<file path="src/rtl/cond_flag_unit_pkg.sv">
// cond_pkg: shared definitions for the condition-flag unit.
// Holds the condition-code values, the FSM state encoding, the bit
// positions of each flag in the {L,C,V,N,Z} vector, and cond_eval(), which
// decodes one code against one flag vector.
package cond_pkg;

  // Condition codes, q_code[3:0]. q_code[4] inverts the result.
  localparam logic [3:0] CC_ALWAYS  = 4'd0;
  localparam logic [3:0] CC_Z       = 4'd1;
  localparam logic [3:0] CC_N       = 4'd2;
  localparam logic [3:0] CC_V       = 4'd3;
  localparam logic [3:0] CC_C       = 4'd4;
  localparam logic [3:0] CC_CNZ     = 4'd5;   // C & ~Z
  localparam logic [3:0] CC_NEQV    = 4'd6;   // N == V
  localparam logic [3:0] CC_GT      = 4'd7;   // ~Z & (N == V)
  localparam logic [3:0] CC_L       = 4'd8;
  localparam logic [3:0] CC_ZORC    = 4'd9;   // Z | C
  localparam logic [3:0] CC_RSVD_LO = 4'd10;  // first reserved code

  // Flag vector field indices: flags = {L,C,V,N,Z}.
  localparam int FLAG_Z = 0;
  localparam int FLAG_N = 1;
  localparam int FLAG_V = 2;
  localparam int FLAG_C = 3;
  localparam int FLAG_L = 4;

  typedef enum logic [1:0] {
    ST_IDLE = 2'd0,
    ST_WAIT = 2'd1,
    ST_RESP = 2'd2
  } condState_t;

  // Returns {taken, illegal}. Reserved codes are never taken, even when
  // the invert bit is set.
  function automatic logic [1:0] cond_eval(input logic [4:0] code,
                                           input logic [4:0] flagVec);
    logic z, n, v, c, l;
    logic raw;
    logic illegal;
    z       = flagVec[FLAG_Z];
    n       = flagVec[FLAG_N];
    v       = flagVec[FLAG_V];
    c       = flagVec[FLAG_C];
    l       = flagVec[FLAG_L];
    raw     = 1'b0;
    illegal = 1'b0;
    case (code[3:0])
      CC_ALWAYS: raw = 1'b1;
      CC_Z:      raw = z;
      CC_N:      raw = n;
      CC_V:      raw = v;
      CC_C:      raw = c;
      CC_CNZ:    raw = c & ~z;
      CC_NEQV:   raw = (n == v);
      CC_GT:     raw = ~z & (n == v);
      CC_L:      raw = l;
      CC_ZORC:   raw = z | c;
      default:   illegal = 1'b1;
    endcase
    if (illegal) return {1'b0, 1'b1};
    return {raw ^ code[4], 1'b0};
  endfunction

endpackage

</file>
<file path="src/rtl/cond_flag_unit_if.sv">
// cond_flag_unit_if: query/response channel between the branch stage and
// the condition-flag unit.
//   q_valid/q_code/q_ready     : condition query handshake
//   r_valid/r_taken/r_illegal  : held response
//   r_ready                    : response consumed
// master = branch stage, slave = cond_flag_unit.
interface cond_flag_unit_if;
  logic       q_valid;
  logic [4:0] q_code;
  logic       q_ready;
  logic       r_valid;
  logic       r_taken;
  logic       r_illegal;
  logic       r_ready;

  modport master (
    output q_valid, q_code, r_ready,
    input  q_ready, r_valid, r_taken, r_illegal
  );

  modport slave (
    input  q_valid, q_code, r_ready,
    output q_ready, r_valid, r_taken, r_illegal
  );
endinterface

</file>
<file path="src/rtl/cond_flag_unit_eval.sv">
// cond_eval_comb: combinational decode of one condition code against one
// flag vector.
//   code    in  5  condition code (bit 4 inverts)
//   flagVec in  5  {L,C,V,N,Z}
//   taken   out 1  condition true
//   illegal out 1  reserved code
module cond_eval_comb
  import cond_pkg::*;
(
  input  logic [4:0] code,
  input  logic [4:0] flagVec,
  output logic       taken,
  output logic       illegal
);
  assign {taken, illegal} = cond_eval(code, flagVec);
endmodule

</file>
<file path="src/rtl/cond_flag_unit.sv">
// cond_flag_unit: flag register plus branch-condition responder.
// Captures ALU flags on set-flags results, counts in-flight flag writers,
// and answers condition queries once the flags are current.
//   clk, rst_n         clock, synchronous active-low reset
//   iss_valid/ready    issue of a flag-setting op
//   alu_*              ALU result and status bits; alu_valid&alu_setf retires
//   qIf (slave)        query/response channel
//   flag_err           sticky: retire seen with nothing pending
//   flags              {L,C,V,N,Z}
module cond_flag_unit
  import cond_pkg::*;
#(
  parameter int MAX_PEND = 3
) (
  input  logic              clk,
  input  logic              rst_n,
  input  logic              iss_valid,
  output logic              iss_ready,
  input  logic              alu_valid,
  input  logic              alu_setf,
  input  logic              alu_sum,
  input  logic              alu_a_msb,
  input  logic              alu_b_msb,
  input  logic              alu_r_msb,
  input  logic              alu_zero,
  input  logic              alu_carry,
  input  logic              alu_a_lsb,
  cond_flag_unit_if.slave   qIf,
  output logic              flag_err,
  output logic [4:0]        flags
);
  localparam int              PW       = $clog2(MAX_PEND + 1);
  localparam logic [PW-1:0]   PEND_MAX = PW'(MAX_PEND);
  localparam logic [PW-1:0]   PEND_ONE = PW'(1);

  condState_t    state, stateNext;
  logic [PW-1:0] pendCnt, pendNext;
  logic [4:0]    flagReg, capFlags, fwdFlags, evalCode;
  logic [4:0]    codeReg, codeNext;
  logic          errReg, errNext;
  logic          takenReg, takenNext, illegalReg, illegalNext;
  logic          issFire, retire, lastWriter, flagsCurrent;
  logic          evalTaken, evalIllegal;

  assign iss_ready = (pendCnt < PEND_MAX);
  assign issFire   = iss_valid & iss_ready;
  assign retire    = alu_valid & alu_setf;

  always_comb begin
    capFlags         = '0;
    capFlags[FLAG_Z] = alu_zero;
    capFlags[FLAG_N] = alu_r_msb;
    capFlags[FLAG_C] = alu_carry;
    capFlags[FLAG_L] = alu_a_lsb;
    // Signed overflow: like-signed operands giving a differently-signed result.
    capFlags[FLAG_V] = alu_sum & (alu_a_msb == alu_b_msb) & (alu_r_msb != alu_a_msb);
  end

  // The last in-flight writer retiring this cycle makes the flags current;
  // the query then sees its result through the forwarding mux.
  assign lastWriter   = (pendCnt == PEND_ONE) & retire;
  assign flagsCurrent = (pendCnt == '0) | lastWriter;
  assign fwdFlags     = lastWriter ? capFlags : flagReg;
  assign evalCode     = (state == ST_IDLE) ? qIf.q_code : codeReg;

  cond_eval_comb uEval (
    .code    (evalCode),
    .flagVec (fwdFlags),
    .taken   (evalTaken),
    .illegal (evalIllegal)
  );

  always_comb begin
    pendNext = pendCnt;
    errNext  = errReg;
    if (issFire && !retire) begin
      pendNext = pendCnt + PEND_ONE;
    end else if (retire && !issFire && pendCnt != '0) begin
      pendNext = pendCnt - PEND_ONE;
    end
    if (retire && pendCnt == '0) errNext = 1'b1;
  end

  always_comb begin
    stateNext    = state;
    codeNext     = codeReg;
    takenNext    = takenReg;
    illegalNext  = illegalReg;
    qIf.q_ready  = 1'b0;
    qIf.r_valid  = 1'b0;
    case (state)
      ST_IDLE: begin
        qIf.q_ready = 1'b1;
        if (qIf.q_valid) begin
          codeNext = qIf.q_code;
          if (flagsCurrent) begin
            stateNext   = ST_RESP;
            takenNext   = evalTaken;
            illegalNext = evalIllegal;
          end else begin
            stateNext = ST_WAIT;
          end
        end
      end
      ST_WAIT: begin
        if (flagsCurrent) begin
          stateNext   = ST_RESP;
          takenNext   = evalTaken;
          illegalNext = evalIllegal;
        end
      end
      ST_RESP: begin
        qIf.r_valid = 1'b1;
        if (qIf.r_ready) begin
          stateNext   = ST_IDLE;
          takenNext   = 1'b0;
          illegalNext = 1'b0;
        end
      end
      default: stateNext = ST_IDLE;
    endcase
  end

  // State / flag register boundary
  always_ff @(posedge clk) begin
    codeReg <= codeNext;
    if (!rst_n) begin
      state      <= ST_IDLE;
      pendCnt    <= '0;
      flagReg    <= '0;
      errReg     <= 1'b0;
      takenReg   <= 1'b0;
      illegalReg <= 1'b0;
    end else begin
      state      <= stateNext;
      pendCnt    <= pendNext;
      errReg     <= errNext;
      takenReg   <= takenNext;
      illegalReg <= illegalNext;
      if (retire) flagReg <= capFlags;
    end
  end

  assign qIf.r_taken   = takenReg;
  assign qIf.r_illegal = illegalReg;
  assign flag_err      = errReg;
  assign flags         = flagReg;

endmodule

</file>
<file path="src/flat_wrapper.sv">
// flat-port wrapper written by rule: the top's interface ports become plain ports
module cond_flag_unit_flat import cond_pkg::*;
#(
  parameter int MAX_PEND = 3
)
  (clk, rst_n, iss_valid, iss_ready, alu_valid, alu_setf, alu_sum, alu_a_msb, alu_b_msb, alu_r_msb, alu_zero, alu_carry, alu_a_lsb, flag_err, flags, qIf_q_valid, qIf_q_code, qIf_r_ready, qIf_q_ready, qIf_r_valid, qIf_r_taken, qIf_r_illegal);
  cond_flag_unit_if qIf_i ();
  input  logic clk;
  input  logic rst_n;
  input  logic iss_valid;
  output logic iss_ready;
  input  logic alu_valid;
  input  logic alu_setf;
  input  logic alu_sum;
  input  logic alu_a_msb;
  input  logic alu_b_msb;
  input  logic alu_r_msb;
  input  logic alu_zero;
  input  logic alu_carry;
  input  logic alu_a_lsb;
  output logic flag_err;
  output logic [4:0] flags;
  input wire logic [$bits(qIf_i.q_valid)-1:0] qIf_q_valid;
  input wire logic [$bits(qIf_i.q_code)-1:0] qIf_q_code;
  input wire logic [$bits(qIf_i.r_ready)-1:0] qIf_r_ready;
  output wire logic [$bits(qIf_i.q_ready)-1:0] qIf_q_ready;
  output wire logic [$bits(qIf_i.r_valid)-1:0] qIf_r_valid;
  output wire logic [$bits(qIf_i.r_taken)-1:0] qIf_r_taken;
  output wire logic [$bits(qIf_i.r_illegal)-1:0] qIf_r_illegal;
  assign qIf_i.q_valid = qIf_q_valid;
  assign qIf_i.q_code = qIf_q_code;
  assign qIf_i.r_ready = qIf_r_ready;
  assign qIf_q_ready = qIf_i.q_ready;
  assign qIf_r_valid = qIf_i.r_valid;
  assign qIf_r_taken = qIf_i.r_taken;
  assign qIf_r_illegal = qIf_i.r_illegal;
  cond_flag_unit #(.MAX_PEND(MAX_PEND)) u_core (.clk(clk), .rst_n(rst_n), .iss_valid(iss_valid), .iss_ready(iss_ready), .alu_valid(alu_valid), .alu_setf(alu_setf), .alu_sum(alu_sum), .alu_a_msb(alu_a_msb), .alu_b_msb(alu_b_msb), .alu_r_msb(alu_r_msb), .alu_zero(alu_zero), .alu_carry(alu_carry), .alu_a_lsb(alu_a_lsb), .qIf(qIf_i), .flag_err(flag_err), .flags(flags));
endmodule
</file>
<file path="config.mk">
export PLATFORM = sky130hd
export DESIGN_NAME = cond_flag_unit_flat
export DESIGN_NICKNAME = d
export VERILOG_FILES = /design/src/rtl/cond_flag_unit_pkg.sv /design/src/rtl/cond_flag_unit_if.sv /design/src/rtl/cond_flag_unit_eval.sv /design/src/rtl/cond_flag_unit.sv /design/src/flat_wrapper.sv
export SDC_FILE = /design/constraint.sdc
export NUM_CORES = 1
export LEC_CHECK = 0
export ABC_AREA = 1
export CAP_MARGIN = 10
export CORE_UTILIZATION = 30
export CTS_BUF_LIST = sky130_fd_sc_hd__clkbuf_8
export CTS_CLUSTER_DIAMETER = 30
export DETAILED_ROUTE_END_ITERATION = 6
export DONT_BUFFER_PORTS = 1
export PLACE_DENSITY_LB_ADDON = 0.1
export SLEW_MARGIN = 20
export SYNTH_ARGS = -nofsm -noshare
export SYNTH_HDL_FRONTEND = slang
export SYNTH_HIERARCHICAL = 1
export SYNTH_SLANG_ARGS = --single-unit
export TNS_END_PERCENT = 20
</file>
<file path="constraint.sdc">
create_clock -name clk -period 1.71 [get_ports clk]
set_clock_uncertainty 0.1 [all_clocks]
set_input_delay 0.342 -clock clk [delete_from_list [all_inputs] [get_ports clk]]
set_output_delay 0.342 -clock clk [all_outputs]
set_load 0.1 [all_outputs]
</file>
==> metrics.txt <==
DRT Pass-1 Iters 4; Die Ht 60.2 um; layout cells sized above 1 0.333; Layout Nets 200; global-route usage over all layers 0.146; GR peak layer met2; vias per inst 4.49; startpoint class of the critical path register; GRT met3 Usage 0.0606; final hold vios 0; Cells after Synth 151; Max clock buf depth 2; initial antenna violation count 0; # rows 20; ANT cells 0; worst reg2reg startpoint u_core/pendCnt[1]; synthesized area 1010 um^2; Synth top area share 0.237; Worst EP required 1.80 ns; die area 3620 um^2; Root Buffer clkbuf_8; RSZ-0062 raised after global routing yes; setup TNS -0.135 ns; Die W 60.2 um; Worst-Skew Late Latency 0.25 ns; Worst Setup Path Type register to register; overall power 1.41 mW; slew margin rel. 0.701; CP peak stage delay 0.34 ns; most common cell after layout, fill and taps aside nand2_1; Post-Place Cells 215; Leakage 0.661 nW; area grow syn2layout 35.8%; Hold Path Class primary input to register; final setup margin -0.135 ns; Critical Path AT 1.93 ns; routability cong. 0.750; final wirelength 2.41 mm; fmax 0.542 GHz; max cap viols 0; commonest cells after routing, fill and taps aside nand2_1, buf_4, inv_1; critical path cell sequence inv_2 > ha_4 > nand3_4 > inv_4 > nand2_2 > nand2_2 > nor2_2 > nand2_1 > a21oi_2 > nor2_2 > nand3_1 > nand2_1 > nor2_1 > nand2_1 > nand3_1 > nand2_1 > nor2_1; routed via count 992; Global Route met2 Usage 0.237; CP delay by family, top simple AND/OR/NAND/NOR gates; Max Slew Vio Count 0; Initial Util 0.324; Critical Path Sink Type register; largest net degree at the start of global routing 12; largest cells by area after synthesis dfxtp_1, nand2_1, edfxtp_1, inv_1, nor2_1; failing checks negative setup slack; Wirelength per Cell 10.9 um; met1 usage 0.180; remaining global-route overflow 0; cell taking the most area after synthesis dfxtp_1; sequential area share after synthesis 0.385; worst setup path startpoint u_core/pendCnt[1]; status finished with violations; post-synthesis average cell area 6.72 um^2; syn_nets 173; Detail Placement HPWL 1.87 mm; DRC errors left 0; clock transition at the registers of the reported paths 0.07 ns; Finished Layout Cells 221; Yosys cell types 22; I/O Buffers 0; CP bufs+invs 2; Tcrit/Tclk final 1.08; Num CTS Buffers 3; CTS tree built; ANT nets after route 0; vias in the first global route 967; minimum clock period 1.85 ns; H-tree Lvls 1; drt first-iter violations 37; number of synthesis warnings 6; Max Fanout on Critical Path 8; Hold WS 0.0798 ns; actual slew at the worst max-slew pin 0.447 ns; # IOs 30; VDD IR-drop max 0.425 mV; core area 3130 um^2; Setup-failing EPs final 1; Pwr Density 1020 nW/um^2; FF+latch count, synth 17; crit path max-delay cell type dfxtp_2; clock sink count 17; Crit path top cell by count nand2_1; first-pass GRT wire length 3.94 mm; hold path start qIf_q_code[1]
through the flow:
| stage | setup slack (ns) | util | area, um^2 |
|---|---|---|---|
| global route | -0.330 | 0.440 | 1380 |
| detailed placement | -0.283 | 0.392 | 1230 |
| finish | -0.135 | 0.440 | 1380 |
| CTS | -0.138 | 0.428 | 1340 |
| global placement | -0.168 | 0.392 | 1230 |
| floorplan | -0.427 | - | 1020 |
per-layer routing:
metal | up-vias | wire length, um
li1 | 531 | -
met1 | 441 | 1100
met2 | 20 | 1170
met3 | 0 | 143
met4 | 0 | 0
met5 | - | 0
worst register-to-register path: stages, from the launching register on:
cell     delay, ns
dfxtp_2       0.34
inv_2         0.05
ha_4          0.15
nand3_4       0.15
inv_4         0.05
nand2_2       0.05
nand2_2       0.07
nor2_2        0.10
nand2_1       0.06
a21oi_2       0.14
nor2_2        0.06
nand3_1       0.06
nand2_1       0.05
nor2_1        0.09
nand2_1       0.06
nand3_1       0.07
nand2_1       0.05
nor2_1        0.09
worst paths after layout:
check	end	slack (ns)	cells after the start
hold reg to reg	u_core/qIf.r_illegal	0.40	2
hold / removal	u_core/codeReg[1]	0.08	0
setup reg to reg	u_core/qIf.r_taken	-0.14	17
setup / recovery	u_core/qIf.r_taken	-0.14	17
flip-flops by register name, indices dropped and copies added (netlist names):
name	cells
u_core/state	2
u_core/codeReg	5
u_core/qIf.r_taken	1
u_core/flags	5
u_core/pendCnt	2
u_core/flag_err	1
u_core/qIf.r_illegal	1
what timing repair did:
item	in CTS	in global routing
pin swaps	6	6
gates resized for setup	20	10
endpoints found under the setup margin	2	3
hold buffers	0	0
setup buffers	1	1
report_power, final:
group	internal [mW]	switching [mW]	leakage [nW]	total [mW]
clock network	0.159	0.142	0.0269	0.302
registers	0.461	0.0214	0.148	0.482
logic	0.183	0.443	0.485	0.626
total	0.803	0.607	0.661	1.41
kinds of logic (layout without fill, tap and decap cells):
logic type | Yosys count | after routing | synth area share
AOI/OAI and AO/OA | 21 | 21 | 0.113
adders and majority gates | 3 | 3 | 0.0370
buffers and inverters | 23 | 49 | 0.0888
DFF | 17 | 17 | 0.385
and+or+nand+nor | 87 | 87 | 0.376
synth_stat cells, drive strengths merged:
library cell / n
ha: 3
nor3: 1
inv: 22
nor2: 18
o21ai: 9
nand2: 55
nand3: 11
o211ai: 1
o21a: 1
buf: 1
edfxtp: 5
a31oi: 1
dfxtp: 12
nand4: 2
a21oi: 9
final cells by class:
type | instances | area (um^2)
clock buffers | 3 | 41.3
well taps | 44 | 55.1
repair buffers | 23 | 189
clock inverters | 1 | 3.75
fillers | 336 | 1750
inverters | 22 | 87.6
flip-flops and latches | 17 | 395
multi-input cells | 111 | 606
No activity file was read; power rests on OpenSTA's default activity.
